`src/rtl/pipe_reg_slice_pkg.sv`:
```
`default_nettype none
// ============================================================================
//  Module      : pipe_pkg
//  Description : Shared types and constants for the pipe_reg_slice family.
//                Slice mode selector and occupancy counter width.
//  Revision    : 1.0 - initial release
// ============================================================================
package pipe_pkg;

    // Elaboration-time selection of the register slice flavour
    typedef enum logic [1:0] {
        SLICE_BYPASS = 2'd0,
        SLICE_FWD    = 2'd1,
        SLICE_REV    = 2'd2,
        SLICE_FULL   = 2'd3
    } slice_mode_e;

    // Width of the occupancy counter (holds 0..2)
    localparam int unsigned CNT_W = 2;

endpackage : pipe_pkg
`default_nettype wire

```
`src/rtl/pipe_reg_slice_store2.sv`:
```
`default_nettype none
// ============================================================================
//  Module      : slice_store2
//  Description : Two-entry circular buffer with 1-bit head/tail pointers and
//                an occupancy count. Full/empty decode straight from flops so
//                the enclosing slice has no input-to-output combinational path.
//  Revision    : 1.0 - initial release
// ============================================================================
module slice_store2
    import pipe_pkg::*;
#(
    parameter int unsigned DW = 8
) (
    input  logic             clk_i,
    input  logic             rst_i,
    input  logic             clear_i,
    input  logic             push_i,
    input  logic             pop_i,
    input  logic [DW-1:0]    data_i,
    output logic             full_o,
    output logic             empty_o,
    output logic [DW-1:0]    data_o,
    output logic [CNT_W-1:0] count_o
);

    logic [DW-1:0]    mem_q [2];
    logic             head_q;
    logic             head_d;
    logic             tail_q;
    logic             tail_d;
    logic [CNT_W-1:0] count_q;
    logic [CNT_W-1:0] count_d;
    logic             w_push;
    logic             w_pop;

    // Push/pop are qualified here as well so a misbehaving caller can never
    // overflow or underflow the counter.
    assign w_push  = push_i && !full_o;
    assign w_pop   = pop_i && !empty_o;

    assign full_o  = (count_q == CNT_W'(2));
    assign empty_o = (count_q == CNT_W'(0));
    assign data_o  = mem_q[head_q];
    assign count_o = count_q;

    // Pointer and occupancy next-state; clear wins over any handshake
    always_comb begin
        head_d  = head_q;
        tail_d  = tail_q;
        count_d = count_q;
        if (clear_i) begin
            head_d  = 1'b0;
            tail_d  = 1'b0;
            count_d = '0;
        end else begin
            if (w_push) begin
                tail_d = ~tail_q;
            end
            if (w_pop) begin
                head_d = ~head_q;
            end
            case ({w_push, w_pop})
                2'b10:   count_d = count_q + CNT_W'(1);
                2'b01:   count_d = count_q - CNT_W'(1);
                default: count_d = count_q;
            endcase
        end
    end

    // Pointer and occupancy registers
    always_ff @(posedge clk_i or posedge rst_i) begin
        if (rst_i) begin
            head_q  <= 1'b0;
            tail_q  <= 1'b0;
            count_q <= '0;
        end else begin
            head_q  <= head_d;
            tail_q  <= tail_d;
            count_q <= count_d;
        end
    end

    // Entry storage; a beat pushed during a clear cycle is discarded
    always_ff @(posedge clk_i or posedge rst_i) begin
        if (rst_i) begin
            mem_q[0] <= '0;
            mem_q[1] <= '0;
        end else if (w_push && !clear_i) begin
            mem_q[tail_q] <= data_i;
        end
    end

endmodule : slice_store2
`default_nettype wire

```
`src/rtl/pipe_reg_slice.sv`:
```
`default_nettype none
// ============================================================================
//  Module      : pipe_reg_slice
//  Description : Valid/ready register slice with elaboration-time mode:
//                bypass, forward-registered, reverse-registered (skid) or
//                fully registered (2-entry). Reports occupancy on count_o.
//  Revision    : 1.0 - initial release
// ============================================================================
module pipe_reg_slice
    import pipe_pkg::*;
#(
    parameter int unsigned DW   = 8,
    parameter slice_mode_e MODE = SLICE_FULL
) (
    input  logic             clk_i,
    input  logic             rst_i,
    input  logic             clear_i,
    input  logic             valid_i,
    output logic             ready_o,
    input  logic [DW-1:0]    data_i,
    output logic             valid_o,
    input  logic             ready_i,
    output logic [DW-1:0]    data_o,
    output logic [CNT_W-1:0] count_o
);

    generate
        case (MODE)

            SLICE_BYPASS: begin : g_bypass
                // Pure wires; clock/reset/clear have no effect in this mode.
                logic w_unused_bypass;
                assign w_unused_bypass = clk_i ^ rst_i ^ clear_i;

                assign valid_o = valid_i;
                assign data_o  = data_i;
                assign ready_o = ready_i;
                assign count_o = '0;
            end

            SLICE_FWD: begin : g_fwd
                logic          valid_q;
                logic          valid_d;
                logic [DW-1:0] data_q;
                logic [DW-1:0] data_d;
                logic          w_accept;
                logic          w_xfer;

                // Register may refill in the same cycle it drains downstream
                assign ready_o  = ready_i || !valid_q;
                assign w_accept = valid_i && ready_o;
                assign w_xfer   = valid_q && ready_i;

                assign valid_o  = valid_q;
                assign data_o   = data_q;
                assign count_o  = {1'b0, valid_q};

                // Output register next-state: load on accept, empty on drain
                always_comb begin
                    valid_d = valid_q;
                    data_d  = data_q;
                    if (clear_i) begin
                        valid_d = 1'b0;
                    end else if (w_accept) begin
                        valid_d = 1'b1;
                        data_d  = data_i;
                    end else if (w_xfer) begin
                        valid_d = 1'b0;
                    end
                end

                // Output register
                always_ff @(posedge clk_i or posedge rst_i) begin
                    if (rst_i) begin
                        valid_q <= 1'b0;
                        data_q  <= '0;
                    end else begin
                        valid_q <= valid_d;
                        data_q  <= data_d;
                    end
                end
            end

            SLICE_REV: begin : g_rev
                logic          ready_q;
                logic          ready_d;
                logic [DW-1:0] skid_q;
                logic [DW-1:0] skid_d;

                // While ready is high the slice is transparent; once a beat is
                // parked in the skid entry it is presented until drained.
                assign ready_o = ready_q;
                assign valid_o = ready_q ? valid_i : 1'b1;
                assign data_o  = ready_q ? data_i  : skid_q;
                assign count_o = {1'b0, !ready_q};

                // Skid capture when downstream stalls, release when it drains
                always_comb begin
                    ready_d = ready_q;
                    skid_d  = skid_q;
                    if (clear_i) begin
                        ready_d = 1'b1;
                    end else if (ready_q) begin
                        if (valid_i && !ready_i) begin
                            skid_d  = data_i;
                            ready_d = 1'b0;
                        end
                    end else if (ready_i) begin
                        ready_d = 1'b1;
                    end
                end

                // Registered ready and skid entry
                always_ff @(posedge clk_i or posedge rst_i) begin
                    if (rst_i) begin
                        ready_q <= 1'b1;
                        skid_q  <= '0;
                    end else begin
                        ready_q <= ready_d;
                        skid_q  <= skid_d;
                    end
                end
            end

            SLICE_FULL: begin : g_full
                logic w_full;
                logic w_empty;

                // Both handshake outputs decode from storage flops only
                assign ready_o = !w_full;
                assign valid_o = !w_empty;

                slice_store2 #(
                    .DW (DW)
                ) u_store (
                    .clk_i   (clk_i),
                    .rst_i   (rst_i),
                    .clear_i (clear_i),
                    .push_i  (valid_i && !w_full),
                    .pop_i   (ready_i && !w_empty),
                    .data_i  (data_i),
                    .full_o  (w_full),
                    .empty_o (w_empty),
                    .data_o  (data_o),
                    .count_o (count_o)
                );
            end

            default: begin : g_invalid
                logic w_unused_invalid;
                assign w_unused_invalid = clk_i ^ rst_i ^ clear_i ^ valid_i ^ ready_i ^ (^data_i);

                assign valid_o = 1'b0;
                assign data_o  = '0;
                assign ready_o = 1'b0;
                assign count_o = '0;
            end

        endcase
    endgenerate

endmodule : pipe_reg_slice
`default_nettype wire

```
`config.mk`:
```
export PLATFORM = sky130hd
export DESIGN_NAME = pipe_reg_slice
export DESIGN_NICKNAME = d
export VERILOG_FILES = /design/src/rtl/pipe_reg_slice_pkg.sv /design/src/rtl/pipe_reg_slice_store2.sv /design/src/rtl/pipe_reg_slice.sv
export SDC_FILE = /design/constraint.sdc
export NUM_CORES = 1
export LEC_CHECK = 0
export BUFFER_PORTS_ARGS = -buffer_cell sky130_fd_sc_hd__buf_2
export CORE_MARGIN = 4
export CORE_UTILIZATION = 34
export DETAILED_ROUTE_END_ITERATION = 8
export GPL_TIMING_DRIVEN = 0
export PLACE_DENSITY = 0.57
export SKIP_LAST_GASP = 1
export SYNTH_ARGS = -nofsm -noshare
export SYNTH_HDL_FRONTEND = slang
export SYNTH_SLANG_ARGS = --single-unit
```
`constraint.sdc`:
```
create_clock -name clk_i -period 2 [get_ports clk_i]
set_input_delay 0.4 -clock clk_i [delete_from_list [all_inputs] [get_ports clk_i]]
set_output_delay 0.4 -clock clk_i [all_outputs]
set_load 0.03 [all_outputs]
```
# [After elaboration in Yosys (flattened, before gate mapping)]
# Cells that the tools add are included.
# Widths: inputs -> output; s select.
[classes] add_sub_neg=2 magnitude_cmp=3 n_eq_ne=3 n_mux=12 bitwise=4 reduce_logical=13
[ops] op="$mux 8" n=4
[ops] op="$bwmux 16" n=1
[ops] op="$demux 8 s1" n=1
[ops] op="$logic_and 1x1->1" n=6
[ops] op="$eq 2x2->1 const B" n=2
[ops] op="$ge 2x2->1 const B" n=2
[ops] op="$mux 1" n=4
[ops] op="$not 1->2" n=2
[ops] op="$pmux 2 s2" n=1
[ops] op="$reduce_bool 2->1" n=2
[ops] op="$logic_not 1->1" n=3
[ops] op="$reduce_bool 3->1" n=1
[ops] op="$add 2x1->2 const B" n=1
[ops] op="$eq 2x1->1 const B" n=1
[ops] op="$logic_not 2->1" n=1
[ops] op="$lt 2x1->1 const B" n=1
[ops] op="$mux 2" n=1
[ops] op="$not 1->1" n=2
[ops] op="$sub 2x1->2 const B" n=1
[totals] ff_bits=20 in_bits=13 output_inout_bits=12

# [Depth between registers and ports, before layout]
[logic_depth] ltp_word=7 ltp_mapped=4 ltp_nobuf=4

# [By module]
# From an unflattened synthesis, not the netlist that was laid out.
[hier_totals] cells_unflattened=71 area_unflattened_um2=957.2
[modules_own_cells] module="slice_store2" instances=1 cells_per_inst=67 area_per_inst_um2=937.1 seq_area_each_um2=500.5
[modules_own_cells] module="pipe_reg_slice" instances=1 cells_per_inst=4 area_per_inst_um2=20.0 seq_area_each_um2=0.0

# [Worst setup path after synthesis]
# OpenSTA, ideal clock, no wires.
[synth_timing] path_kind="register to register" startpoint="reg g_full.u_store.count_q[1] (netlist: g_full.u_store.count_o[1])" endpoint="reg g_full.u_store.mem_q[0] (netlist name)" setup_time_ns=0.125 arrival_time_ns=1.638 slack_ns=0.238 path_stages_with_launch=5 cell_sequence="dfrtp_1 -> nor2b_2 -> inv_1 -> nand4b_2 -> mux2_2"
[synth_via] elab_chain_cells=5
[synth_lines] item="from (decl)" line_no="pipe_reg_slice_store2.sv:31" text="logic [CNT_W-1:0] count_q;"
[synth_lines] item="from (signal assigned)" line_no="pipe_reg_slice_store2.sv:79" text="count_q <= count_d;"
[synth_lines] item="$eq 2x2->1 *" line_no="pipe_reg_slice_store2.sv:41" text="assign full_o = (count_q == CNT_W'(2));"
[synth_lines] item="$logic_not 1->1 *"
[synth_lines] item="named net ready_o" line_no="pipe_reg_slice.sv:19" text="output logic ready_o,"
[synth_lines] item="$logic_and 1x1->1" line_no="pipe_reg_slice.sv:139" text=".push_i (valid_i && !w_full),"
[synth_lines] item="$logic_and 1x1->1 *" line_no="pipe_reg_slice_store2.sv:38" text="assign w_push = push_i && !full_o;"
[synth_lines] item="$logic_and 1x1->1 *" line_no="pipe_reg_slice_store2.sv:88" text="end else if (w_push && !clear_i) begin"
[synth_lines] item="to (signal, indexed assignment)" line_no="pipe_reg_slice_store2.sv:89" text="mem_q[tail_q] <= data_i;"
[synth_lines] item="to (decl)" line_no="pipe_reg_slice_store2.sv:26" text="logic [DW-1:0] mem_q [2];"
# Mark *: on every way through the listed nets, which the timed path passes. The rest lies on a longest branch.
# A chain may end at the register's enable or synchronous reset.

# [Worst setup path after layout]
[layout_timing] startpoint="reg g_full.u_store.head_q" endpoint="out data_o[2]"
[layout_via] elab_chain_cells=4
[layout_lines] item="from (decl)" line_no="pipe_reg_slice_store2.sv:27" text="logic head_q;"
[layout_lines] item="from (signal assigned)" line_no="pipe_reg_slice_store2.sv:73" text="head_q <= 1'b0;"
[layout_lines] item="from (signal assigned)" line_no="pipe_reg_slice_store2.sv:77" text="head_q <= head_d;"
[layout_lines] item="$not 1->2 (not written as such)" line_no="pipe_reg_slice_store2.sv:43" text="assign data_o = mem_q[head_q];"
[layout_lines] item="$mux 8 (not written as such) (3 in series)" line_no="pipe_reg_slice_store2.sv:43"
[layout_lines] item="to (decl)" line_no="pipe_reg_slice.sv:23" text="output logic [DW-1:0] data_o,"
# Every way passes these cells. The select of a mux whose other input is x is not followed.

==> out/qor.log <==
qor: clock_tree.htree_depth 1
qor: synth.yosys.area_share.xor_xnor 0.9511%
qor: clock_tree.post_cts_resized 0
qor: synth.synthMostInstantiatedCell sky130_fd_sc_hd__mux2_2
qor: global_route.grt_antenna_before_repair 0
qor: route.dr_wl_met2 797 um
qor: placement.globalplace.congestion 0.8042
qor: finish.insertedDiodeCount 0
qor: global_route.grt_remaining_overflow 0
qor: timing.finalCritPeriodShare 91.88%
qor: timing.postLayoutSetupSlackWorst 0.1624 ns
qor: timing.grt_setup_unrepaired no
qor: timing.finalMaxSlewViolations 0
qor: critical_path.crit_path_start g_full.u_store.head_q
qor: route.routed.top_layer met3
qor: clock_tree.post_cts_buffers 0
qor: finish.finalNetCount 108
qor: synth.netlist.top_cell.by_area sky130_fd_sc_hd__dfrtp_1
qor: synth.synth_commonest_cells sky130_fd_sc_hd__mux2_2 (24), sky130_fd_sc_hd__dfrtp_1 (20)
qor: critical_path.crit_path_max_incr_delay 0.60 ns
qor: placement.io_buffer_count 24
qor: route.detailroute.wirelength.met3 123 um
qor: timing.fin_worst_skew 0.005774 ns
qor: synth.ys_seq_elements 20
qor: route.avgViaCountPerCell 5.041
qor: synth.synthAdderAreaFrac 0%
qor: critical_path.critical_path.slowest_cell sky130_fd_sc_hd__dfrtp_1
qor: clock_tree.cts-hold-fix-buffers 0
qor: global_route.grt_max_degree 21
qor: route.total_routed_length 1652 um
qor: critical_path.crit_fanout 9
qor: status.run_status complete, no violations
qor: finish.layout.filler_cells 242
qor: synth.synth_largest_type_area_fraction 54.35%
qor: synth.nets_in_the_synthesized_netlist 80
qor: route.detail_route.wl_per_cell 13.43 um
qor: synth.postSynthCellCount 67
qor: synth.synth_simple_gate_area_share 7.609%
qor: synth.synth-async-reset-ratio 100.0%
qor: route.drt_drc_violations_left 0
qor: timing.hold_viol 0
qor: critical_path.critical_path.reg2reg.endpoint g_full.u_store.mem_q[8]
qor: synth.post_synth_instance_area 920.9 um2
qor: die.placementRows 18
qor: critical_path.timing.setup.critical_path_class reg2out
qor: clock_tree.clk_transition_reported_paths 0.10 ns
qor: timing.slew_headroom 49.34%
qor: global_route.grt_use_total 9.919%
qor: pwr.leakagePower 0.5009 nW
qor: die.die_area 3605 um2
qor: critical_path.startpoint_type flop
qor: route.antenna_left 0
qor: synth.total_number_of_yosys_warnings 0
qor: clock_tree.tritoncts yes
qor: die.die_height 60.05 um
qor: synth.fraction_of_the_yosys_area_taken_by_sequential_cells 54.35%
qor: finish.layout-drive-gt1-share 59.14%
qor: synth.synthMuxAreaShare 29.35%
qor: clock_tree.clock_tree.buffer_depth 2
qor: critical_path.worstReg2RegStart g_full.u_store.count_o[1]
qor: synth.synth_compound_area_share 5.707%
qor: pwr.irDropWorstVdd 0.5788 mV
qor: timing.tns 0 ns
qor: timing.worstMarginPinSlew 0.7591 ns
qor: global_route.number_of_global_route_vias_before_repair 640
qor: critical_path.r2r_setup_slack 0.38 ns
qor: finish.ff_latch_area 500.5 um2
qor: critical_path.cp.required 1.60 ns
qor: pwr.power-per-cell-area 924.9 nW/um2
qor: global_route.grt_pass1_wl 2704 um
qor: clock_tree.cts.sinks 20
qor: timing.top_achievable_clock_speed 0.5442 GHz
qor: timing.final.min_clock_period 1.838 ns
qor: timing.finalSetupViolations 0
qor: finish.area_delta_synth_final 19.16%
qor: route.route.vias.total 620
qor: critical_path.worst_ep_arrival_time 1.44 ns
qor: critical_path.rr_worst_depth 3
qor: route.dr.pass1.iters 2
qor: pwr.finalPower 1.015 mW
qor: worst_hold_path.hold_path.class in2async
qor: clock_tree.latest_clock_arrival_within_the_worst_skew_pair 0.28 ns
qor: synth.yosysUniqueCellTypes 17
qor: synth.netlist_top_cells_area sky130_fd_sc_hd__dfrtp_1 (54%), sky130_fd_sc_hd__mux2_2 (29%), sky130_fd_sc_hd__nor4_4 (2.3%)
qor: route.first_iter_violations 9
qor: synth.synth_top_family_by_area multiplexers
qor: clock_tree.clk_root_buffer_cell sky130_fd_sc_hd__clkbuf_4
qor: flow_run.max_cap_viols 0
qor: placement.dp_hpwl 1220 um
qor: synth.ys.flop_type sky130_fd_sc_hd__dfrtp_1
qor: finish.multi_input_gate_area_in_the_final_layout 401.6 um2
qor: die.chipWidth 60.05 um
qor: route.drt-met1-wl 730 um
qor: finish.final_standard_cell_utilization_of_the_core 43.50%
qor: synth.synth_area_per_cell 13.74 um2
qor: critical_path.critical_path.endpoint_type primary output
qor: synth.synth_edf_count 0
qor: die.initial_cell_density_of_the_core 36.51%
qor: die.placeableCoreArea 2522 um2
qor: critical_path.crit_chain mux2_2 -> buf_2
qor: clock_tree.cts_made_buffers 3
qor: die.io_pins 25
qor: placement.post-place-ws 0.2614 ns
==> worst max path at each step <==
stage,end,depth (start not counted),slack [ns]
6_report,data_o[2],2,0.16
5_1_grt,data_o[2],2,0.06
4_1_cts,data_o[2],2,0.12
3_5_place_dp,g_full.u_store.mem_q[8],3,0.26
3_3_place_gp,data_o[2],3,0.27
2_1_floorplan,g_full.u_store.mem_q[0],4,0.24
==> power by group <==
part | switching [mW] | total (mW) | internal [mW]
clock network | 0.105 | 0.174 | 0.0697
logic | 0.164 | 0.307 | 0.142
registers | 0.0457 | 0.534 | 0.488
==> worst max-delay path: cells and delay by family, from the launching register on <==
kind     cells  cell delay [ns]
buf+inv      1             0.18
flops        1             0.60
mux          1             0.39
==> routing by layer <==
layer,GRT usage (%),vias to the layer above
li1,-,292
met1,12.60,311
met2,16.98,17
met3,2.592,0
met4,1.899,0
met5,0,-
==> layout by cell type (no fill, tap or decap) <==
cell type,n
sky130_fd_sc_hd__nor2_1,3
sky130_fd_sc_hd__inv_2,1
sky130_fd_sc_hd__o21ai_0,3
sky130_fd_sc_hd__nor2b_2,1
sky130_fd_sc_hd__nand3b_1,1
sky130_fd_sc_hd__mux2_2,24
sky130_fd_sc_hd__clkbuf_4,3
sky130_fd_sc_hd__buf_2,24
sky130_fd_sc_hd__dfrtp_1,20
sky130_fd_sc_hd__a21o_1,1
sky130_fd_sc_hd__a22oi_1,1
sky130_fd_sc_hd__nand4b_2,1
sky130_fd_sc_hd__xor2_1,1
sky130_fd_sc_hd__inv_1,3
sky130_fd_sc_hd__o211ai_1,1
sky130_fd_sc_hd__or3_1,1
sky130_fd_sc_hd__nor4_4,1
sky130_fd_sc_hd__a21oi_1,3
==> area by class of cell <==
cell class,instances,share of cell area [%]
tap,30,3.421
timing repair buffer,24,10.95
multi-input combinational,42,36.60
clock buffer,3,2.052
sequential,20,45.61
inverter,4,1.368
==> flip-flops by register name (all words and copies together), names as in the netlist <==
signal / cells
g_full.u_store.count_o: 2
g_full.u_store.mem_q: 16
g_full.u_store.head_q: 1
g_full.u_store.tail_q: 1
==> cell families after synthesis <==
logic type | count (synthesis)
AO/OA/AOI/OAI | 9
XOR/XNOR | 1
buffers and inverters | 5
flip-flops | 20
multiplexers | 24
AND/OR/NAND/NOR | 8
==> per-stage QoR <==
stage / std cells / cell area, um2 / hold WS [ns]
2_1_floorplan: 67 / 920.9 / 0.3638
3_3_place_gp: 121 / 1079 / 0.4813
3_5_place_dp: 121 / 1079 / 0.4878
4_1_cts: 123 / 1097 / 0.2537
5_1_grt: 123 / 1097 / 0.2812
6_report: 123 / 1097 / 0.2361
Power figures use the tool's default switching activity.
